File: config.mk
export PLATFORM = sky130hd
export DESIGN_NAME = imem_loader_flat
export DESIGN_NICKNAME = d
export VERILOG_FILES = /design/src/rtl/imem_loader_if.sv /design/src/rtl/imem_loader.sv /design/src/flat_wrapper.sv
export SDC_FILE = /design/constraint.sdc
export NUM_CORES = 1
export LEC_CHECK = 0
export ABC_CLOCK_PERIOD_IN_PS = 4700
export BUFFER_PORTS_ARGS = -buffer_cell sky130_fd_sc_hd__buf_2
export CAP_MARGIN = 10
export CORE_UTILIZATION = 45
export CTS_CLUSTER_SIZE = 10
export DETAILED_ROUTE_END_ITERATION = 6
export PLACE_DENSITY = 0.73
export SLEW_MARGIN = 15
export SYNTH_ARGS = -nofsm -noshare
export SYNTH_HDL_FRONTEND = slang
export SYNTH_SLANG_ARGS = --single-unit
export TNS_END_PERCENT = 5
File: constraint.sdc
create_clock -name clock -period 4.7 [get_ports clock]
set_input_delay 0.235 -clock clock [delete_from_list [all_inputs] [get_ports clock]]
set_output_delay 0.235 -clock clock [all_outputs]
set_load 0.02 [all_outputs]
File: src/rtl/imem_loader_if.sv
// Byte-stream input and instruction-memory write port of the boot loader.
// The stream source and the memory side both attach through the master modport.
interface imem_loader_if #(
  parameter int unsigned data_width    = 32,
  parameter int unsigned address_width = 32
);
  logic [7:0]               in_data;
  logic                     in_valid;
  logic                     in_ready;
  logic                     mem_we;
  logic [address_width-1:0] mem_addr;
  logic [data_width-1:0]    mem_wdata;

  modport master (
    output in_data, in_valid,
    input  in_ready, mem_we, mem_addr, mem_wdata
  );

  modport slave (
    input  in_data, in_valid,
    output in_ready, mem_we, mem_addr, mem_wdata
  );
endinterface

File: src/rtl/imem_loader.sv
// Boot-time instruction memory writer: assembles big-endian words from a byte
// stream (header word count, then N words) and holds the CPU until loaded.
module imem_loader #(
  parameter int unsigned data_width    = 32,
  parameter int unsigned address_width = 32,
  parameter int unsigned mem_depth     = 262144,
  parameter logic [31:0] base_address  = 32'h80020000
) (
  input  logic                     clock,
  input  logic                     reset,
  imem_loader_if.slave             bus,
  output logic [address_width-1:0] loaded_words,
  output logic                     cpu_hold,
  output logic                     done,
  output logic                     error
);

  typedef enum logic [2:0] {IDLE, HDR, DATA, WRITE, DONE, ERROR} state_t;

  state_t                   state;
  logic [1:0]               byte_count;
  logic [data_width-1:0]    sr;
  logic [31:0]              word_count;
  logic                     accept;
  logic [data_width-1:0]    word_next;
  logic [address_width-1:0] next_loaded;

  assign accept      = bus.in_valid && bus.in_ready;
  assign word_next   = {sr[data_width-9:0], bus.in_data};
  assign next_loaded = loaded_words + address_width'(1);

  // in_ready is registered, so it only goes high one cycle after IDLE->HDR.
  always_ff @(posedge clock or negedge reset) begin
    if (!reset) begin
      state         <= IDLE;
      byte_count    <= 2'd0;
      sr            <= '0;
      word_count    <= '0;
      bus.in_ready  <= 1'b0;
      bus.mem_we    <= 1'b0;
      bus.mem_addr  <= address_width'(base_address);
      bus.mem_wdata <= '0;
      loaded_words  <= '0;
      cpu_hold      <= 1'b1;
      done          <= 1'b0;
      error         <= 1'b0;
    end else begin
      case (state)
        IDLE: begin
          state      <= HDR;
          byte_count <= 2'd0;
        end

        HDR: begin
          bus.in_ready <= 1'b1;
          if (accept) begin
            sr         <= word_next;
            byte_count <= byte_count + 2'd1;
            if (byte_count == 2'd3) begin
              word_count <= word_next;
              if (word_next == '0) begin
                state        <= DONE;
                bus.in_ready <= 1'b0;
                cpu_hold     <= 1'b0;
                done         <= 1'b1;
              end else if (word_next > mem_depth) begin
                state        <= ERROR;
                bus.in_ready <= 1'b0;
                error        <= 1'b1;
              end else begin
                state <= DATA;
              end
            end
          end
        end

        DATA: begin
          if (accept) begin
            sr         <= word_next;
            byte_count <= byte_count + 2'd1;
            if (byte_count == 2'd3) begin
              state         <= WRITE;
              bus.in_ready  <= 1'b0;
              bus.mem_we    <= 1'b1;
              bus.mem_wdata <= word_next;
            end
          end
        end

        // mem_addr advances with loaded_words so it always equals base + 4*loaded_words.
        WRITE: begin
          bus.mem_we   <= 1'b0;
          loaded_words <= next_loaded;
          bus.mem_addr <= bus.mem_addr + address_width'(4);
          if (next_loaded < address_width'(word_count)) begin
            state        <= DATA;
            bus.in_ready <= 1'b1;
          end else begin
            state    <= DONE;
            cpu_hold <= 1'b0;
            done     <= 1'b1;
          end
        end

        DONE, ERROR: begin
          state <= state;
        end

        default: state <= IDLE;
      endcase
    end
  end

endmodule

File: src/flat_wrapper.sv
// flat-port wrapper written by rule: the top's interface ports become plain ports
module imem_loader_flat 
#(
  parameter int unsigned data_width    = 32,
  parameter int unsigned address_width = 32,
  parameter int unsigned mem_depth     = 262144,
  parameter logic [31:0] base_address  = 32'h80020000
)
  (clock, reset, loaded_words, cpu_hold, done, error, bus_in_data, bus_in_valid, bus_in_ready, bus_mem_we, bus_mem_addr, bus_mem_wdata);
  imem_loader_if #(.data_width(data_width), .address_width(address_width)) bus_i ();
  input  logic clock;
  input  logic reset;
  output logic [address_width-1:0] loaded_words;
  output logic cpu_hold;
  output logic done;
  output logic error;
  input wire logic [$bits(bus_i.in_data)-1:0] bus_in_data;
  input wire logic [$bits(bus_i.in_valid)-1:0] bus_in_valid;
  output wire logic [$bits(bus_i.in_ready)-1:0] bus_in_ready;
  output wire logic [$bits(bus_i.mem_we)-1:0] bus_mem_we;
  output wire logic [$bits(bus_i.mem_addr)-1:0] bus_mem_addr;
  output wire logic [$bits(bus_i.mem_wdata)-1:0] bus_mem_wdata;
  assign bus_i.in_data = bus_in_data;
  assign bus_i.in_valid = bus_in_valid;
  assign bus_in_ready = bus_i.in_ready;
  assign bus_mem_we = bus_i.mem_we;
  assign bus_mem_addr = bus_i.mem_addr;
  assign bus_mem_wdata = bus_i.mem_wdata;
  imem_loader #(.data_width(data_width), .address_width(address_width), .mem_depth(mem_depth), .base_address(base_address)) u_core (.clock(clock), .reset(reset), .bus(bus_i), .loaded_words(loaded_words), .cpu_hold(cpu_hold), .done(done), .error(error));
endmodule
## Word-level counts from Yosys, hierarchy flattened

Index checks and enable logic that the tools add are counted.
W data, S select, Z words.

- Input port bits: 11
- Output and inout bits: 101
- Flip-flop bits (word level): 162
- Logic and storage cells: 82

- Equal/unequal tests: 14
- Bitwise gates (word level): 2
- Add/subtract/negate cells: 3
- $lt $le $gt $ge: 2
- Mux-type cells: 31
- Reduce and logical (&&, ||, !) cells: 18

Operators with widths:

| kind | count |
|---|---|
| $add A32 B1 Y32 const B | 1 |
| $add A32 B3 Y32 const B | 1 |
| $gt A32 B19 Y1 const B | 1 |
| $logic_not A32 Y1 | 1 |
| $lt A32 B32 Y1 | 1 |
| $mux W3 | 7 |
| $mux W1 | 17 |
| $pmux W3 S5 | 1 |
| $reduce_and A5 Y1 | 3 |
| $ne A2 B1 Y1 const B | 7 |
| $reduce_and A3 Y1 | 3 |
| $eq A3 B2 Y1 const B | 2 |
| $eq A3 B3 Y1 const B | 2 |
| $pmux W1 S2 | 3 |
| $reduce_bool A2 Y1 | 3 |
| $pmux W2 S2 | 1 |
| $reduce_and A2 Y1 | 2 |
| $reduce_and A4 Y1 | 1 |
| $reduce_or A2 Y1 | 2 |
| $eq A3 B1 Y1 const B | 1 |
| $logic_not A3 Y1 | 1 |
| $pmux W1 S3 | 1 |
| $reduce_bool A3 Y1 | 1 |
| $add A2 B1 Y2 const B | 1 |
| 5 further kinds | 6 |

## Logic depth before layout (Yosys ltp)

- Depth in word-level cells: 6
- Depth in mapped cells: 14
- Depth with buffers taken out: 14

## Worst setup path after synthesis

OpenSTA, ideal clock, no wires.

- Path kind: flip-flop to flip-flop
- From: reg u_core.loaded_words[0]
- To: reg u_core.bus.in_ready
- Library setup time: 121 ps
- Cell stages (with the launch flop): 15
- Buffers on the path: 0
- Path slack: 1122 ps
- Data arrival time: 3457 ps
- Required time: 4579 ps
- Clock period less this slack: 3578 ps
- Path through: dfrtp_1 > ha_1 > nand3_1 > nor2_1 > nand3_1 > nor2_1 > nand3_1 > xnor2_1 > ha_1 > nand2_1 > nor4_1 > a221oi_1 > a211oi_1 > or4_1 > a22o_1

- Cells in the longest elaborated chain, start to end: 4

RTL lines:

| what | line | text |
|---|---|---|
| start: declaration | imem_loader.sv:12 | `output logic [address_width-1:0] loaded_words,` |
| start signal: assignment | imem_loader.sv:93 | `loaded_words <= next_loaded;` |
| $add A32 B1 Y32 | imem_loader.sv:30 | `assign next_loaded = loaded_words + address_width'(1);` |
| via u_core.next_loaded[28] | imem_loader.sv:26 | `logic [address_width-1:0] next_loaded;` |
| $lt A32 B32 Y1 | imem_loader.sv:95 | `if (next_loaded < address_width'(word_count)) begin` |
| $ne A2 B1 Y1 (no source line) | - |  |
| $reduce_and A4 Y1 (no source line) | - |  |
| end signal: assignment | imem_loader.sv:39 | `bus.in_ready <= 1'b0;` |
| end signal: assignment | imem_loader.sv:55 | `bus.in_ready <= 1'b1;` |
| end signal: assignment | imem_loader.sv:97 | `bus.in_ready <= 1'b1;` |
| end: declaration | imem_loader_if.sv:21 | `output in_ready, mem_we, mem_addr, mem_wdata` |

The timed path passes the listed nets, and every way through them passes these cells.
A chain may end at the register's enable or synchronous reset.

## Worst setup path in the final report

Same ends and word-level chain as after synthesis.

==> implementation parameters <==
Parameter                              Value

STA
  Count of final setup violators ... 0
  Final setup margin ... 0.749 ns
  Max-Slew Margin vs Limit ... 43.2%
  Maximum clock skew at final layout ... 0.00569 ns
  Final worst path period need ... 3.95 ns
  RSZ-0062 raised after global routing ... no
  Ratio of final minimum period to clock period ... 84.1%
  Setup TNS after final layout ... 0 ns
  Slew at the pin closest to its max-slew limit ... 0.853 ns
  Maximum operating frequency ... 253 MHz
  Number of max-slew violations in the final report ... 0
  Final hold violation count ... 0

Yosys
  Area of the mapped netlist ... ~0.0077 mm2
  Syn. warnings ... 0
  Share of flip-flops with an asynchronous set or reset after synthesis ... 100%
  Proportion of synthesized chip area in sequential cells ... around 52%
  Count of flip-flops with a built-in enable after synthesis ... 0
  Yosys cell types ... 50
  Avg Inst Size Synth ... 10.8 um2
  Number of synthesized register bits ... 160
  Cell count after synthesis ... 711
  Most used flip-flop cell after synthesis ... sky130_fd_sc_hd__dfrtp_1

Cells and area
  Commonest cells after routing, fill and taps aside ... sky130_fd_sc_hd__dfrtp_1, sky130_fd_sc_hd__buf_2, sky130_fd_sc_hd__nand2_1
  Layout net count ... 863
  Layout cell share with drive strength beyond 1 ... 25.6%
  Area growth from synthesis to layout ... 17.8%
  Antenna diode count ... 0
  Most frequent standard cell in the layout excluding fill and tap cells ... sky130_fd_sc_hd__dfrtp_1
  Number of fill cells in the layout ... 1,444
  Non-filler instance count after layout ... roughly 1,100

Floorplan
  Die Wd ... 133 um
  Floorplan die area ... 0.0176 mm2
  Floorplan Core Area ... 0.0166 mm2
  IO Pins ... 112
  Height of the die ... around 130 um
  Starting density of the core ... 46.1%
  Row count ... 47

Setup path
  Reg-to-Reg End ... u_core.bus.in_ready$_DFFE_PN0P_
  Crit path required time ... approximately 5.0 ns
  Register-to-Register Path Depth ... 14
  Critical setup path kind ... reg -> reg
  Critical path launch point type ... register
  Crit Path Max Fanout ... 6
  Capturing element type of the critical path ... register
  R2R setup slack ... 0.75 ns
  Startpoint of the most critical register-to-register path ... u_core.loaded_words[0]$_DFFE_PN0P_
  Arr. time, crit path ... between 4 and 5 ns

Clocking
  Clock Tree Buf Depth ... 2
  CTS tree ... built
  Register clock-pin slew on the reported worst setup and hold paths ... 0.06 ns
  Clock latency on the worst-skew pair ... 0.42 ns
  H-Tree Level Count ... 4
  Number of CTS-inserted buffers ... 17
  CTS root buf ... sky130_fd_sc_hd__clkbuf_16
  Cts repair resizes ... 0
  Sink Count ... 160

Detailed routing
  1st-pass router iterations ... 5
  Via count ... 5,407
  Wire per inst ... 15.7 um
  Final wirelength ... 16,500 um
  Final routed DRC violation total ... 0
  Number of routed nets with antenna violations ... 0
  Count of routing violations after the opening detailed-route iteration ... 291
  Mean number of vias per cell ... 5.14

Min path
  Hold Path Origin ... bus_in_data[4]
  Type of the most critical hold path ... in -> reg
  Worst hold path endpoint ... u_core.word_count[4]$_DFFE_PN0P_
  Hold path cells ... 3

Place
  Number of I/O port buffers ... 109
  Global placement routability congestion ... 0.839
  Placement-stage worst setup slack ... approximately 0.81 ns
  # placed instances ... 1,018
  DPL Wire Length ... 11,600 um

Run status
  Status ... finished clean

Pwr
  Power Density ... 435 mW/mm2
  Peak VDD IR ... roughly 0.28 mV
  Overall power consumption ... between 3000 and 4000 uW
  Static power due to leakage ... 0.00453 uW

GRT
  Overflow left after global routing ... 0
  Number of antenna violations at the first check in global routing ... 0
  GRT Util Overall ... 20.1%
  Pin count of the biggest net entering global routing ... 98
  Vias in the first global route ... between 5,000 and 6,000
  First-pass GRT wire length ... 27,900 um

Run
  Max Cap Violations ... 0
[how the worst max path moves through the flow]
stage	cells after the start	end	from	slack (ns)
2_1_floorplan	14	u_core.bus.in_ready$_DFFE_PN0P_	u_core.loaded_words[0]$_DFFE_PN0P_	1.12
3_3_place_gp	14	u_core.bus.in_ready$_DFFE_PN0P_	u_core.loaded_words[0]$_DFFE_PN0P_	0.93
3_5_place_dp	14	u_core.bus.in_ready$_DFFE_PN0P_	u_core.loaded_words[0]$_DFFE_PN0P_	0.81
4_1_cts	14	u_core.bus.in_ready$_DFFE_PN0P_	u_core.loaded_words[0]$_DFFE_PN0P_	0.77
5_1_grt	14	u_core.bus.in_ready$_DFFE_PN0P_	u_core.loaded_words[0]$_DFFE_PN0P_	0.30
6_report	14	u_core.bus.in_ready$_DFFE_PN0P_	u_core.loaded_words[0]$_DFFE_PN0P_	0.75
[state kept, by name, summed over array words and instances (netlist names)]
name,flops
u_core.byte_count,2
u_core.sr,24
u_core.bus.mem_wdata,32
u_core.word_count,32
u_core.state,3
u_core.cpu_hold,1
u_core.bus.in_ready,1
u_core.error,1
u_core.done,1
u_core.bus.mem_we,1
u_core.loaded_words,32
u_core.bus.mem_addr,30
[per-layer routing]
layer / part of all wire, % / vias to the layer above / GRT usage (%) / wire length, um
met5: 0 / - / 0 / 0
met4: 1.1 / 0 / 5.75 / 173
met3: 4.0 / 16 / 4.25 / 658
met2: 46 / 122 / 31.2 / 7580
met1: 49 / 2633 / 28.3 / 8050
li1: - / 2636 / - / -
[worst max-delay path, stage by stage (launching register included)]
cell and delay [ns]:
sky130_fd_sc_hd__dfrtp_1 0.44, sky130_fd_sc_hd__ha_1 0.24, sky130_fd_sc_hd__nand3_1 0.17, sky130_fd_sc_hd__nor2_1 0.33
sky130_fd_sc_hd__nand3_1 0.28, sky130_fd_sc_hd__nor2_1 0.40, sky130_fd_sc_hd__nand3_1 0.14, sky130_fd_sc_hd__xnor2_1 0.15
sky130_fd_sc_hd__ha_1 0.29, sky130_fd_sc_hd__nand2_1 0.09, sky130_fd_sc_hd__nor4_1 0.07, sky130_fd_sc_hd__a221oi_1 0.35
sky130_fd_sc_hd__a211oi_1 0.11, sky130_fd_sc_hd__or4_1 0.53, sky130_fd_sc_hd__a22o_1 0.24
[where the power goes]
part	switching [uW]	total [uW]	leakage (uW)	internal (uW)
clock	576	1370	0.000293	794
sequential	240	1890	0.00208	1650
combinational	382	673	0.00215	291
total	1200	3930	0.00453	2730
[Yosys cell counts (13+ instances only)]
cell | count | area [um2]
sky130_fd_sc_hd__clkbuf_1 | 21 | 78.8
sky130_fd_sc_hd__mux2_2 | 56 | 631
sky130_fd_sc_hd__ha_1 | 34 | 425
sky130_fd_sc_hd__nand2_1 | 89 | 334
sky130_fd_sc_hd__nand4_1 | 18 | 113
sky130_fd_sc_hd__a21oi_1 | 13 | 65.1
sky130_fd_sc_hd__o21ai_0 | 42 | 210
sky130_fd_sc_hd__xnor2_1 | 61 | 534
sky130_fd_sc_hd__dfrtp_1 | 157 | 3930
sky130_fd_sc_hd__nand3_1 | 31 | 155
sky130_fd_sc_hd__inv_1 | 40 | 150
sky130_fd_sc_hd__and3_1 | 14 | 87.6
sky130_fd_sc_hd__xor2_1 | 30 | 263
sky130_fd_sc_hd__nor2_1 | 36 | 135
[logic make-up (layout without fill, tap and decap cells)]
family,count (synthesis),count (layout),synth area share [%]
xor+xnor,91,91,10.4
other cells,1,2,0.0489
mux,58,58,8.54
flops,160,160,52.2
compound gates,75,75,5.71
fa+ha+maj,34,34,5.54
simple gates,224,224,14.1
buf+inv,68,187,3.49
[per-stage QoR]
stage | hold slack, ns | instance area, um2 | util [%]
3_3_place_gp | 0.390 | 8440 | 50.7
5_1_grt | 0.0857 | 9040 | 54.3
3_5_place_dp | 0.394 | 8440 | 50.7
2_1_floorplan | -0.0606 | 7680 | -
6_report | 0.0887 | 9040 | 54.3
4_1_cts | 0.0661 | 9040 | 54.3
[layout make-up]
cell class / instances / area, um2 / area share (%)
clock buffer: 18 / 429 / 4.75
tap: 220 / 275 / 3.05
clock inverter: 14 / 155 / 1.72
inverter: 40 / 150 / 1.66
sequential: 160 / 4010 / 44.3
timing repair buffer: 115 / 599 / 6.63
multi-input combinational: 484 / 3420 / 37.9
[what timing repair did]
action / CTS / global route
buffers inserted: 0 / 0
hold endpoints to repair: 94 / 0
hold buffers: 1 / 0
(Power assumes the default switching activity.)
